[src/rtl/input_mapper.sv]
// Player-input front end: PS/2 keymap decode, joystick merge, SOCD cleaning,
// autofire gating and coin pulse stretching, one registered vector per player.
module input_mapper #(
  parameter int unsigned PLAYERS      = 2,
  parameter int unsigned FUNCS        = 11,
  parameter int unsigned COIN_FUNC    = 8,
  parameter logic [15:0] COIN_CYCLES  = 16'd4800,
  parameter logic [19:0] AUTOFIRE_DIV = 20'd800000
) (
  input  logic                                clk_sys,
  input  logic                                reset_n,
  input  logic [10:0]                         ps2_key,
  input  logic                                map_wr,
  input  logic [$clog2(PLAYERS*FUNCS)-1:0]    map_addr,
  input  logic [8:0]                          map_code,
  input  logic [PLAYERS*FUNCS-1:0]            joystick,
  input  logic [PLAYERS*FUNCS-1:0]            autofire_en,
  input  logic [1:0]                          socd_mode,
  output logic [PLAYERS*FUNCS-1:0]            player_out
);

  localparam int unsigned SLOTS = PLAYERS * FUNCS;
  localparam int unsigned AW    = $clog2(SLOTS);

  logic [10:0]      key_q;
  logic             tog_q;
  logic             key_evt;
  logic [SLOTS-1:0] key_state;
  logic [SLOTS-1:0] raw;
  logic [SLOTS-1:0] raw_q;
  logic [SLOTS-1:0] cleaned;
  logic [SLOTS-1:0] next_out;
  logic [19:0]      af_cnt;
  logic             af_phase;

  // Returns {last, out_b, out_a}; last=1 means the b side rose most recently.
  function automatic logic [2:0] socd_pair(input logic [1:0] mode,
                                           input logic a, input logic b,
                                           input logic a_q, input logic b_q,
                                           input logic last);
    logic l;
    logic oa;
    logic ob;
    l  = last;
    if (a && !a_q)      l = 1'b0;
    else if (b && !b_q) l = 1'b1;
    oa = a;
    ob = b;
    if (a && b) begin
      if (mode == 2'd1) begin
        oa = 1'b0;
        ob = 1'b0;
      end else if (mode == 2'd2) begin
        oa = ~l;
        ob = l;
      end
    end
    return {l, ob, oa};
  endfunction

  assign key_evt = key_q[10] ^ tog_q;
  assign raw     = key_state | joystick;

  for (genvar i = 0; i < SLOTS; i++) begin : g_slot
    logic [8:0] code;
    logic       held;

    // A host write clears the slot and takes priority over a same-cycle key event.
    always_ff @(posedge clk_sys or negedge reset_n) begin
      if (!reset_n) begin
        code <= '0;
        held <= 1'b0;
      end else if (map_wr && map_addr == AW'(i)) begin
        code <= map_code;
        held <= 1'b0;
      end else if (key_evt && code != '0 && code == key_q[8:0]) begin
        held <= key_q[9];
      end
    end

    assign key_state[i] = held;
  end

  for (genvar p = 0; p < PLAYERS; p++) begin : g_player
    localparam int unsigned B = p * FUNCS;
    localparam int unsigned C = B + COIN_FUNC;

    logic [2:0]       ud;
    logic [2:0]       lr;
    logic [1:0]       last_q;
    logic [15:0]      coin_cnt;
    logic [FUNCS-1:0] pc;

    assign ud = socd_pair(socd_mode, raw[B],   raw[B+1], raw_q[B],   raw_q[B+1], last_q[0]);
    assign lr = socd_pair(socd_mode, raw[B+2], raw[B+3], raw_q[B+2], raw_q[B+3], last_q[1]);

    always_comb begin
      pc            = raw[B +: FUNCS];
      pc[1:0]       = ud[1:0];
      pc[3:2]       = lr[1:0];
      pc[COIN_FUNC] = raw[C] | (coin_cnt != '0);
    end

    always_ff @(posedge clk_sys or negedge reset_n) begin
      if (!reset_n) begin
        last_q   <= '0;
        coin_cnt <= '0;
      end else begin
        last_q <= {lr[2], ud[2]};
        if (raw[C] && !raw_q[C])
          coin_cnt <= COIN_CYCLES - 16'd1;
        else if (coin_cnt != '0)
          coin_cnt <= coin_cnt - 16'd1;
      end
    end

    assign cleaned[B +: FUNCS] = pc;
  end

  assign next_out = cleaned & ~(autofire_en & {SLOTS{~af_phase}});

  always_ff @(posedge clk_sys or negedge reset_n) begin
    if (!reset_n) begin
      key_q      <= '0;
      tog_q      <= 1'b0;
      raw_q      <= '0;
      af_cnt     <= '0;
      af_phase   <= 1'b0;
      player_out <= '0;
    end else begin
      key_q <= ps2_key;
      tog_q <= key_q[10];
      raw_q <= raw;
      if (af_cnt == AUTOFIRE_DIV - 20'd1) begin
        af_cnt   <= '0;
        af_phase <= ~af_phase;
      end else begin
        af_cnt <= af_cnt + 20'd1;
      end
      player_out <= next_out;
    end
  end

endmodule

[config.mk]
export PLATFORM = sky130hd
export DESIGN_NAME = input_mapper
export DESIGN_NICKNAME = d
export VERILOG_FILES = /design/src/rtl/input_mapper.sv
export SDC_FILE = /design/constraint.sdc
export NUM_CORES = 1
export LEC_CHECK = 0
export CELL_PAD_IN_SITES_DETAIL_PLACEMENT = 0
export CELL_PAD_IN_SITES_GLOBAL_PLACEMENT = 2
export CORE_UTILIZATION = 44
export DETAILED_ROUTE_END_ITERATION = 6
export GPL_ROUTABILITY_DRIVEN = 0
export GPL_TIMING_DRIVEN = 1
export PLACE_DENSITY_LB_ADDON = 0.12
export SLEW_MARGIN = 20
export SYNTH_ARGS = -nofsm -noshare
export SYNTH_HDL_FRONTEND = slang
export SYNTH_SLANG_ARGS = --single-unit
[constraint.sdc]
create_clock -name clk_sys -period 6 [get_ports clk_sys]
set_clock_uncertainty 0.1 [all_clocks]
set_input_delay 1.5 -clock clk_sys [delete_from_list [all_inputs] [get_ports clk_sys]]
set_output_delay 1.5 -clock clk_sys [all_outputs]
set_load 0.005 [all_outputs]
==> run_results.csv, run 1 <==
group,metric,value,unit
synth,syn-num-nets,1421,
floorplanning,core_area,34500,µm²
worst_setup_path,arrival,3.84,ns
worst_setup_path,cp-endpoint,"g_slot[0].code[0]$_DFFE_PN0P_",
grt,met1_usage,0.324,
floorplanning,start_util,0.447,
synth,synth_edf_count,0,
synth,synth-seq-cells,321,
synth,netlist_top_cells_count,"dfrtp_1 (321), xor2_1 (208), mux2_2 (189), nor2_1 (117), nor4_1 (71)",
synth,avgSynthCellArea,11.5,µm²
grt,grt_antenna_before_repair,0,
worst_setup_path,worstPathRequired,6.32,ns
cts,cts_buffer_depth,3,
worst_setup_path,max_stage_delay,0.62,ns
grt,grt_busiest_layer,"met2",
floorplanning,die_w,189,µm
floorplanning,dieArea,35700,µm²
cts,postCtsHoldBufs,0,
grt,use_met3,0.0315,
grt,grt_pass1_wl,63.3,mm
worst_setup_path,cp-start-kind,"input pin",
synth,async_reset_ff_frac,1.00,
synth,synth_top_area_frac,0.522,
worst_setup_path,rr_worst_depth,7,
cts,cts_max_level,2,
finish,antenna_cells,0,
worst_setup_path,cp_cell_sequence,"clkdlybuf4s50_1 > nand2b_1 > nor3_1 > nand2_1 > mux2_2",
sta,drv_slew,0,
drt,wl_per_cell,20.9,µm
synth,yosys_warnings,0,
status,run_status,"finished clean",
drt,wirelength,40.1,mm
grt,grt_max_degree,130,
cts,cts-root-buf,"clkbuf_16",
grt,first_global_vias,10732,
sta,rsz0062_at_grt,"false",
drt,vias,10440,
grt,grtUsageMet2,0.381,
cts,ctsResizeCount,0,
floorplanning,die_y,189,µm
worst_setup_path,r2r-start,"g_player[1].coin_cnt[0]$_DFFE_PN0P_",
power,p_leak,8.16,nW
finish,drive_gt1_frac,0.199,
synth,yosysMostFrequentCell,"dfrtp_1",
sta,worstMarginPinSlew,0.995,ns
synth,yosysSeqAreaShare,0.522,
drt,final_antenna_net_count,0,
power,peakVddDrop,259,µV
worst_setup_path,end_kind,"flip-flop",
cts,insertion_delay,0.54,ns
worst_setup_path,r2r_end,"g_player[1].coin_cnt[15]$_DFFE_PN0P_",
drt,drc,0,
worst_setup_path,regToRegSetupSlack,3.51,ns
cts,tritoncts,"done",
sta,relSlewSlack,0.334,
hold_path,hold_path_class,"reg -> reg",
worst_setup_path,cp_max_fo,11,
grt,track_usage,0.232,
cts,cts.sinks,321,
cts,path_clk_slew,0.06,ns
drt,drt_first_pass_iters,5,
finish,area.growth.synth_to_final,18.1,%
worst_setup_path,crit_path_start,"map_addr[4]",
worst_setup_path,critPathBufInv,1,
floorplanning,rows,68,
synth,syn_inst,1344,
sta,max_freq,0.284,GHz
floorplanning,io_pins,96,
sta,layout_min_cycle_time,3.52,ns
sta,finalSetupViolCount,0,
synth,ys.flop_type,"dfrtp_1",
drt,via_per_inst,5.43,
cts,postCtsSetupBuffers,0,
cts,cts_made_buffers,39,
placed_design,port_buffers,95,
drt,drt_iter0_markers,447,
finish,final_nets,1516,
power,power.density,345,nW/µm²
worst_setup_path,crit_type,"in -> reg",
finish,finish.utilization,0.527,
worst_setup_path,path_delay_family,"simple AND/OR/NAND/NOR gates",
worst_setup_path,worstSetupPathDepth,5,
power,finalPower,6.28,mW
synth,synth.distinct_cells,53,
placed_design,hpwl,23.2,mm
sta,finalCritPeriodShare,0.587,
worst_setup_path,critPathSlowestCell,"nor3_1",
job,cap_violations,0,
synth,synth_top_area_cell,"dfrtp_1",
grt,grt.overflow.total,0,
sta,fin_setup_tns,0,ns
synth,netlist_area,15400,µm²
synth,synth_area_leaders,"dfrtp_1 (52%), mux2_2 (14%), xor2_1 (12%)",
sta,hold_viol_final,0,
==> power by group <==
part	internal, mW	switching, mW	leakage [nW]
clock	1.44	0.917	0.649
sequential	2.54	0.332	4.01
combinational	0.549	0.497	3.50
==> worst min path at each step <==
stage / from / to / slack (ns) / cells after the start
6_report: key_q[10]$_DFF_PN0_ / tog_q$_DFF_PN0_ / 0.33 / 0
5_1_grt: key_q[10]$_DFF_PN0_ / tog_q$_DFF_PN0_ / 0.36 / 0
4_1_cts: key_q[10]$_DFF_PN0_ / tog_q$_DFF_PN0_ / 0.34 / 0
3_5_place_dp: key_q[10]$_DFF_PN0_ / tog_q$_DFF_PN0_ / 0.32 / 0
3_3_place_gp: key_q[10]$_DFF_PN0_ / tog_q$_DFF_PN0_ / 0.33 / 0
2_1_floorplan: key_q[10]$_DFF_PN0_ / tog_q$_DFF_PN0_ / 0.27 / 0
==> flip-flops by register name, summed over array words and instances, names as in the netlist, 4 cells and up <==
| register | flops |
|---|---|
| af_cnt | 20 |
| g_player.coin_cnt | 32 |
| g_player.last_q | 4 |
| g_slot.code | 198 |
| g_slot.held | 22 |
| key_q | 11 |
| player_out | 22 |
| raw_q | 10 |
==> layer usage <==
layer,part of all wire,up-vias
met2,0.47,178
met5,0,-
li1,-,4893
met4,0.020,0
met3,0.037,61
met1,0.47,5308
==> through the flow <==
stage / hold slack [ns] / area, µm² / std cells / worst slack [ns]
after floorplan: 0.273 / 15400 / 1344 / 2.94
after CTS: 0.335 / 18100 / 1921 / 2.53
after global routing: 0.359 / 18200 / 1922 / 2.40
final: 0.334 / 18200 / 1922 / 2.48
after global placement: 0.332 / 16800 / 1852 / 1.99
after detailed placement: 0.318 / 16800 / 1852 / 1.96
==> cell families (layout without fill, tap and decap cells) <==
group / count (synthesis) / in the layout / synth area share
flip-flops: 321 / 321 / 0.522
AND/OR/NAND/NOR: 406 / 406 / 0.135
adder cells (fa/ha/maj): 3 / 3 / 0.00244
buffers and inverters: 91 / 214 / 0.0238
AO/OA/AOI/OAI: 78 / 78 / 0.0307
XOR/XNOR: 233 / 233 / 0.133
multiplexers: 212 / 212 / 0.153
==> cell usage in the layout (no fill, tap or decap), types with 4 or more instances in the layout <==
cell type,netlist,layout
nor3_1,38,38
clkbuf_16,0,40
or4_1,5,5
nor2b_1,8,8
xnor2_1,25,24
mux2i_1,23,23
nand3_1,34,34
nand2_1,62,62
nor4_1,71,71
nand2b_1,7,7
or2_2,4,4
and3_1,5,5
a21oi_1,33,33
xor2_1,208,208
mux2_2,189,189
a221oi_1,8,8
clkdlybuf4s50_1,0,92
buf_4,0,20
clkbuf_1,43,7
clkbuf_8,0,14
o22ai_1,4,4
clkinv_2,0,4
nand4_1,33,33
nor2_1,117,117
o31ai_1,4,4
o21ai_0,14,14
dfrtp_1,321,321
inv_1,26,26
==> final cells by class <==
class | instances | area, µm²
fill | 3084 | 16300
clock buffer | 61 | 1220
sequential | 321 | 8030
clock inverter | 8 | 86.3
multi-input combinational | 932 | 7000
tap | 455 | 569
timing repair buffer | 118 | 1160
inverter | 27 | 101
No activity file was read; power rests on OpenSTA's default activity.
==> inputs of run 2 (changes only) <==
--- a/config.mk
+++ b/config.mk
@@ -7,7 +7,7 @@
 export LEC_CHECK = 0
 export CELL_PAD_IN_SITES_DETAIL_PLACEMENT = 0
 export CELL_PAD_IN_SITES_GLOBAL_PLACEMENT = 2
-export CORE_UTILIZATION = 44
+export CORE_UTILIZATION = 41
 export DETAILED_ROUTE_END_ITERATION = 6
 export GPL_ROUTABILITY_DRIVEN = 0
 export GPL_TIMING_DRIVEN = 1
==> constraint.sdc (replaced) <==
create_clock -name clk_sys -period 3.3 [get_ports clk_sys]
set_clock_uncertainty 0.1 [all_clocks]
set_input_delay 0.825 -clock clk_sys [delete_from_list [all_inputs] [get_ports clk_sys]]
set_output_delay 0.825 -clock clk_sys [all_outputs]
set_load 0.005 [all_outputs]
==> run 2 against run 1 <==
Via count fell by 0.31%. Wire length increased by 0.97%. Clock power increased by 90%. Critical path type is now reg -> reg. Largest cell class unchanged. Highest routed layer unchanged.
==> run_results.csv, run 2 (synthesis results as in run 1) <==
group,metric,value,unit
cts,cts_made_buffers,38,
cts,insertion_delay,0.53,ns
worst_setup_path,critPathSlowestCell,"or4_1",
status,run_status,"finished clean",
cts,tritoncts,"done",
worst_setup_path,crit_type,"reg -> reg",
cts,cts_buffer_depth,3,
cts,path_clk_slew,0.06,ns
placed_design,hpwl,24.1,mm
job,cap_violations,0,
drt,drt_first_pass_iters,4,
finish,top_regs,"g_slot.code: 198 flops, g_player.coin_cnt: 32 flops",
worst_setup_path,rr_worst_depth,7,
sta,layout_min_cycle_time,2.50,ns
sta,finalSetupViolCount,0,
worst_setup_path,cp_max_fo,6,
floorplanning,die_y,196,µm
sta,relSlewSlack,0.324,
worst_setup_path,cp-start-kind,"flip-flop",
drt,via_per_inst,5.31,
finish,drive_gt1_frac,0.211,
floorplanning,die_w,196,µm
sta,max_freq,0.400,GHz
worst_setup_path,cp_cell_sequence,"inv_1 > ha_1 > or4b_4 > or4_1 > nand4_1 > xor2_1 > nor2_1",
sta,finalCritPeriodShare,0.757,
drt,vias,10408,
finish,final_cells,1959,
power,peakVddDrop,360,µV
worst_setup_path,r2r-start,"g_player[1].coin_cnt[0]$_DFFE_PN0P_",
power,power.density,631,nW/µm²
cts,postCtsHoldBufs,0,
worst_setup_path,regToRegSetupSlack,0.80,ns
finish,final_common_cell,"dfrtp_1",
floorplanning,start_util,0.418,
floorplanning,dieArea,38300,µm²
floorplanning,core_area,36800,µm²
sta,layout_setup_ws,0.801,ns
grt,first_global_vias,10861,
grt,grt_pass1_wl,64.2,mm
drt,drt_iter0_markers,440,
worst_setup_path,r2r_end,"g_player[1].coin_cnt[15]$_DFFE_PN0P_",
placed_design,port_buffers,95,
grt,track_usage,0.220,
cts,cts-root-buf,"clkbuf_16",
finish,largest_reg_flops,198,
hold_path,hold_path_class,"in -> async",
cts,ctsResizeCount,0,
sta,worstMarginPinSlew,1.01,ns
cts,cts.sinks,321,
worst_setup_path,cp-endpoint,"g_player[1].coin_cnt[15]$_DFFE_PN0P_",
sta,hold_viol_final,0,
finish,final_cell_mix,"dfrtp_1 (321), xor2_1 (208), mux2_2 (189), nor2_1 (117), clkdlybuf4s50_1 (94)",
sta,holdWs,0.122,ns
sta,fin_setup_tns,0,ns
power,p_leak,8.31,nW
finish,area.growth.synth_to_final,19.8,%
finish,final_nets,1540,
placed_design,pre_cts_ws,0.291,ns
floorplanning,io_pins,96,
finish,antenna_cells,0,
worst_setup_path,end_kind,"flip-flop",
cts,cts_max_level,2,
cts,postCtsSetupBuffers,0,
sta,rsz0062_at_grt,"false",
grt,grt.overflow.total,0,
worst_setup_path,arrival,2.78,ns
placed_design,dp_cells,1891,
finish,top_register,"g_slot.code",
drt,final_antenna_net_count,0,
grt,grt_antenna_before_repair,1,
sta,drv_slew,0,
worst_setup_path,worstPathRequired,3.58,ns
drt,wl_per_cell,20.7,µm
grt,grt_max_degree,74,
floorplanning,rows,70,
worst_setup_path,crit_path_start,"g_player[1].coin_cnt[0]$_DFFE_PN0P_",
worst_setup_path,max_stage_delay,0.65,ns
drt,drc,0,
drt,wirelength,40.5,mm
## run 2: worst max-delay path, delay by kind of cell, from the launching register on
| kind | cells | cell delay [ns] |
|---|---|---|
| xor gates and xnor gates | 1 | 0.17 |
| adders and majority gates | 1 | 0.23 |
| buffers and inverters | 1 | 0.10 |
| DFF | 1 | 0.39 |
| and+or+nand+nor | 4 | 1.38 |
## run 2: worst min-delay path by stage
stage / from / to / slack, ns / cells past startpoint
finish: reset_n / player_out[17]$_DFF_PN0_ / 0.12 / 1
global route: reset_n / player_out[17]$_DFF_PN0_ / 0.14 / 1
CTS: reset_n / player_out[17]$_DFF_PN0_ / 0.12 / 1
detailed placement: key_q[10]$_DFF_PN0_ / tog_q$_DFF_PN0_ / 0.32 / 0
global placement: key_q[10]$_DFF_PN0_ / tog_q$_DFF_PN0_ / 0.33 / 0
floorplan: key_q[10]$_DFF_PN0_ / tog_q$_DFF_PN0_ / 0.27 / 0
## run 2: metrics by stage
| stage | cell area, µm² | power (mW) | util |
|---|---|---|---|
| after floorplan | 15400 | 6.50 | - |
| after global placement | 17100 | 7.18 | 0.464 |
| after detailed placement | 17100 | 7.22 | 0.464 |
| after CTS | 18400 | 11.8 | 0.501 |
| after global routing | 18400 | 12.2 | 0.501 |
| final | 18400 | 11.6 | 0.501 |
## run 2: power breakdown
group,switching (mW),leakage (nW),internal (mW)
logic,0.885,3.62,1.01
registers,0.621,4.01,4.62
clock network,1.64,0.671,2.85
## run 2: routing by layer
layer	vias up	global-route usage	share of wire
li1	4933	-	-
met1	5263	0.305	0.46
met2	157	0.365	0.48
met3	55	0.0313	0.040
met4	0	0.0550	0.019
met5	-	0	0
## run 2: final cells by class
type                            count  area [µm²]
Fill cell                        3314       18400
Multi-Input combinational cell    932        7000
Clock inverter                     12         188
Clock buffer                       56        1170
Sequential cell                   321        8030
Tap cell                          468         586
Timing Repair Buffer              143        1350
Inverter                           27         101
==> inputs of run 3 (changes only) <==
--- a/config.mk
+++ b/config.mk
@@ -7,7 +7,7 @@
 export LEC_CHECK = 0
 export CELL_PAD_IN_SITES_DETAIL_PLACEMENT = 0
 export CELL_PAD_IN_SITES_GLOBAL_PLACEMENT = 2
-export CORE_UTILIZATION = 41
+export CORE_UTILIZATION = 37
 export DETAILED_ROUTE_END_ITERATION = 6
 export GPL_ROUTABILITY_DRIVEN = 0
 export GPL_TIMING_DRIVEN = 1
==> constraint.sdc (replaced) <==
create_clock -name clk_sys -period 2.01 [get_ports clk_sys]
set_clock_uncertainty 0.1 [all_clocks]
set_input_delay 0.5025 -clock clk_sys [delete_from_list [all_inputs] [get_ports clk_sys]]
set_output_delay 0.5025 -clock clk_sys [all_outputs]
set_load 0.005 [all_outputs]
==> run 3 against run 2 <==
Highest routed layer unchanged. Non-clock buffer count grew 86. Via count rose by 3.4%. Register-to-register slack got worse by 0.87 ns. Global-route usage is 1.3 points lower. Sequential share of layout area fell by 2.6 points. Count of clock-buffer cells in the layout is 6 higher. Largest power group unchanged. Utilization shrank 2.3 points. Combinational power grew 88%. Cell area grew 6.2%. Final cell count up 7.8%. Sequential power up 63%. The run now ends with setup timing left.
==> run_results.csv, run 3 (synthesis results as in run 1) <==
group,metric,value,unit
status,run_status,"finished with violations",
status,violations,"setup timing",
finish,largest_reg_flops,198,
drt,wirelength,42.2,mm
cts,cts.sinks,321,
drt,drc,0,
grt,grt_antenna_before_repair,0,
worst_setup_path,r2r_end,"g_player[1].coin_cnt[15]$_DFFE_PN0P_",
cts,path_clk_slew,0.05,ns
sta,relSlewSlack,0.677,
finish,top_regs,"g_slot.code: 198 flops, g_player.coin_cnt: 32 flops",
floorplanning,die_y,206,µm
finish,top_register,"g_slot.code",
sta,layout_min_cycle_time,2.08,ns
grt,grt_pass1_wl,66.1,mm
hold_path,whs_path_depth,1,
worst_setup_path,critPathSlowestCell,"or4_4",
drt,vias,10757,
sta,finalCritPeriodShare,1.04,
worst_setup_path,cp_cell_sequence,"inv_2 > ha_4 > or4b_4 > or4_4 > nand4_1 > xor2_1 > nor2_1",
grt,grt.overflow.total,0,
placed_design,port_buffers,95,
grt,grt_busiest_layer,"met2",
drt,wl_per_cell,20.0,µm
sta,finalSetupViolCount,5,
worst_setup_path,end_kind,"flip-flop",
grt,track_usage,0.207,
drt,drt_iter0_markers,423,
worst_setup_path,max_stage_delay,0.49,ns
finish,final_cell_mix,"dfrtp_1 (321), xor2_1 (208), mux2_2 (189), nor2_1 (115), buf_4 (99)",
sta,fin_setup_tns,-0.196,ns
worst_setup_path,arrival,2.42,ns
drt,final_antenna_net_count,0,
worst_setup_path,cp-start-kind,"flip-flop",
drt,drt_first_pass_iters,4,
job,cap_violations,0,
worst_setup_path,cp_max_fo,6,
placed_design,hpwl,26.2,mm
cts,cts_buffer_depth,3,
floorplanning,start_util,0.376,
grt,grt_max_degree,59,
sta,hold_viol_final,0,
finish,area.growth.synth_to_final,27.2,%
floorplanning,io_pins,96,
cts,tritoncts,"done",
sta,layout_setup_ws,-0.0718,ns
floorplanning,core_area,40900,µm²
cts,insertion_delay,0.56,ns
sta,rsz0062_at_grt,"true",
hold_path,hold_path_class,"in -> reg",
worst_setup_path,r2r-start,"g_player[1].coin_cnt[0]$_DFFE_PN0P_",
sta,max_freq,0.480,GHz
grt,met1_usage,0.283,
grt,use_met3,0.0270,
worst_setup_path,worstPathRequired,2.35,ns
finish,finish.utilization,0.478,
floorplanning,dieArea,42400,µm²
power,p_leak,8.97,nW
grt,grtUsageMet2,0.341,
hold_path,min_to,"key_q[5]$_DFF_PN0_",
floorplanning,die_w,206,µm
finish,final_nets,1628,
power,finalPower,19.1,mW
cts,cts_max_level,2,
worst_setup_path,path_delay_family,"simple AND/OR/NAND/NOR gates",
finish,final_common_cell,"dfrtp_1",
sta,worstMarginPinSlew,0.473,ns
grt,first_global_vias,11218,
cts,cts-root-buf,"clkbuf_16",
power,power.density,973,nW/µm²
worst_setup_path,critPathBufInv,1,
sta,drv_slew,0,
worst_setup_path,regToRegSetupSlack,-0.07,ns
finish,drive_gt1_frac,0.265,
power,peakVddDrop,463,µV
floorplanning,rows,74,
cts,cts_made_buffers,40,
hold_path,hp-start,"ps2_key[5]",
drt,via_per_inst,5.10,
worst_setup_path,rr_worst_depth,7,
worst_setup_path,crit_type,"reg -> reg",
[run 3: final cells by class]
| class | instances | area, µm² |
|---|---|---|
| clock inverter | 7 | 46.3 |
| fill | 3849 | 21300 |
| sequential | 321 | 8030 |
| inverter | 27 | 101 |
| multi-input combinational | 932 | 7110 |
| tap | 532 | 666 |
| timing repair buffer | 229 | 2400 |
| antenna | 1 | 2.50 |
| clock buffer | 62 | 1220 |
[run 3: through the flow]
stage          area, µm²  std cells  setup WS [ns]  hold slack [ns]
2_1_floorplan      15400       1344        -0.0828            0.107
3_3_place_gp       18200       2037         -0.413            0.320
3_5_place_dp       18200       2037         -0.435            0.316
4_1_cts            19500       2107        -0.0843            0.250
5_1_grt            19600       2110         -0.159            0.268
6_report           19600       2111        -0.0718            0.279
[run 3: per-layer routing]
layer,part of all wire,routed length [µm],vias to the layer above
li1,-,-,5108
met1,0.47,19800,5468
met2,0.48,20200,127
met3,0.031,1290,54
met4,0.021,888,0
met5,0,0,-
[run 3: how the worst max path moves through the flow]
stage	cells past startpoint	slack, ns	startpoint	endpoint
global placement	6	-0.41	map_addr[1]	g_slot[21].code[6]$_DFFE_PN0P_
finish	7	-0.07	g_player[1].coin_cnt[0]$_DFFE_PN0P_	g_player[1].coin_cnt[15]$_DFFE_PN0P_
CTS	7	-0.08	g_player[1].coin_cnt[0]$_DFFE_PN0P_	g_player[1].coin_cnt[15]$_DFFE_PN0P_
floorplan	8	-0.08	g_player[1].coin_cnt[1]$_DFFE_PN0P_	g_player[1].coin_cnt[15]$_DFFE_PN0P_
detailed placement	6	-0.43	map_addr[1]	g_slot[21].code[6]$_DFFE_PN0P_
global route	7	-0.16	g_player[1].coin_cnt[0]$_DFFE_PN0P_	g_player[1].coin_cnt[15]$_DFFE_PN0P_
[run 3: report_power, final]
| part | internal [mW] | switching (mW) |
|---|---|---|
| clock | 4.14 | 2.78 |
| sequential | 7.59 | 0.965 |
| combinational | 1.96 | 1.62 |
| total | 13.7 | 5.37 |
[run 3: repair_timing]
action | CTS | global route
endpoints found under the hold margin | 32 | 0
pin swaps | 2 | 7
gates resized for setup | 10 | 22
setup endpoints to repair | 14 | 38
hold buffers | 1 | 0
buffers inserted | 0 | 3
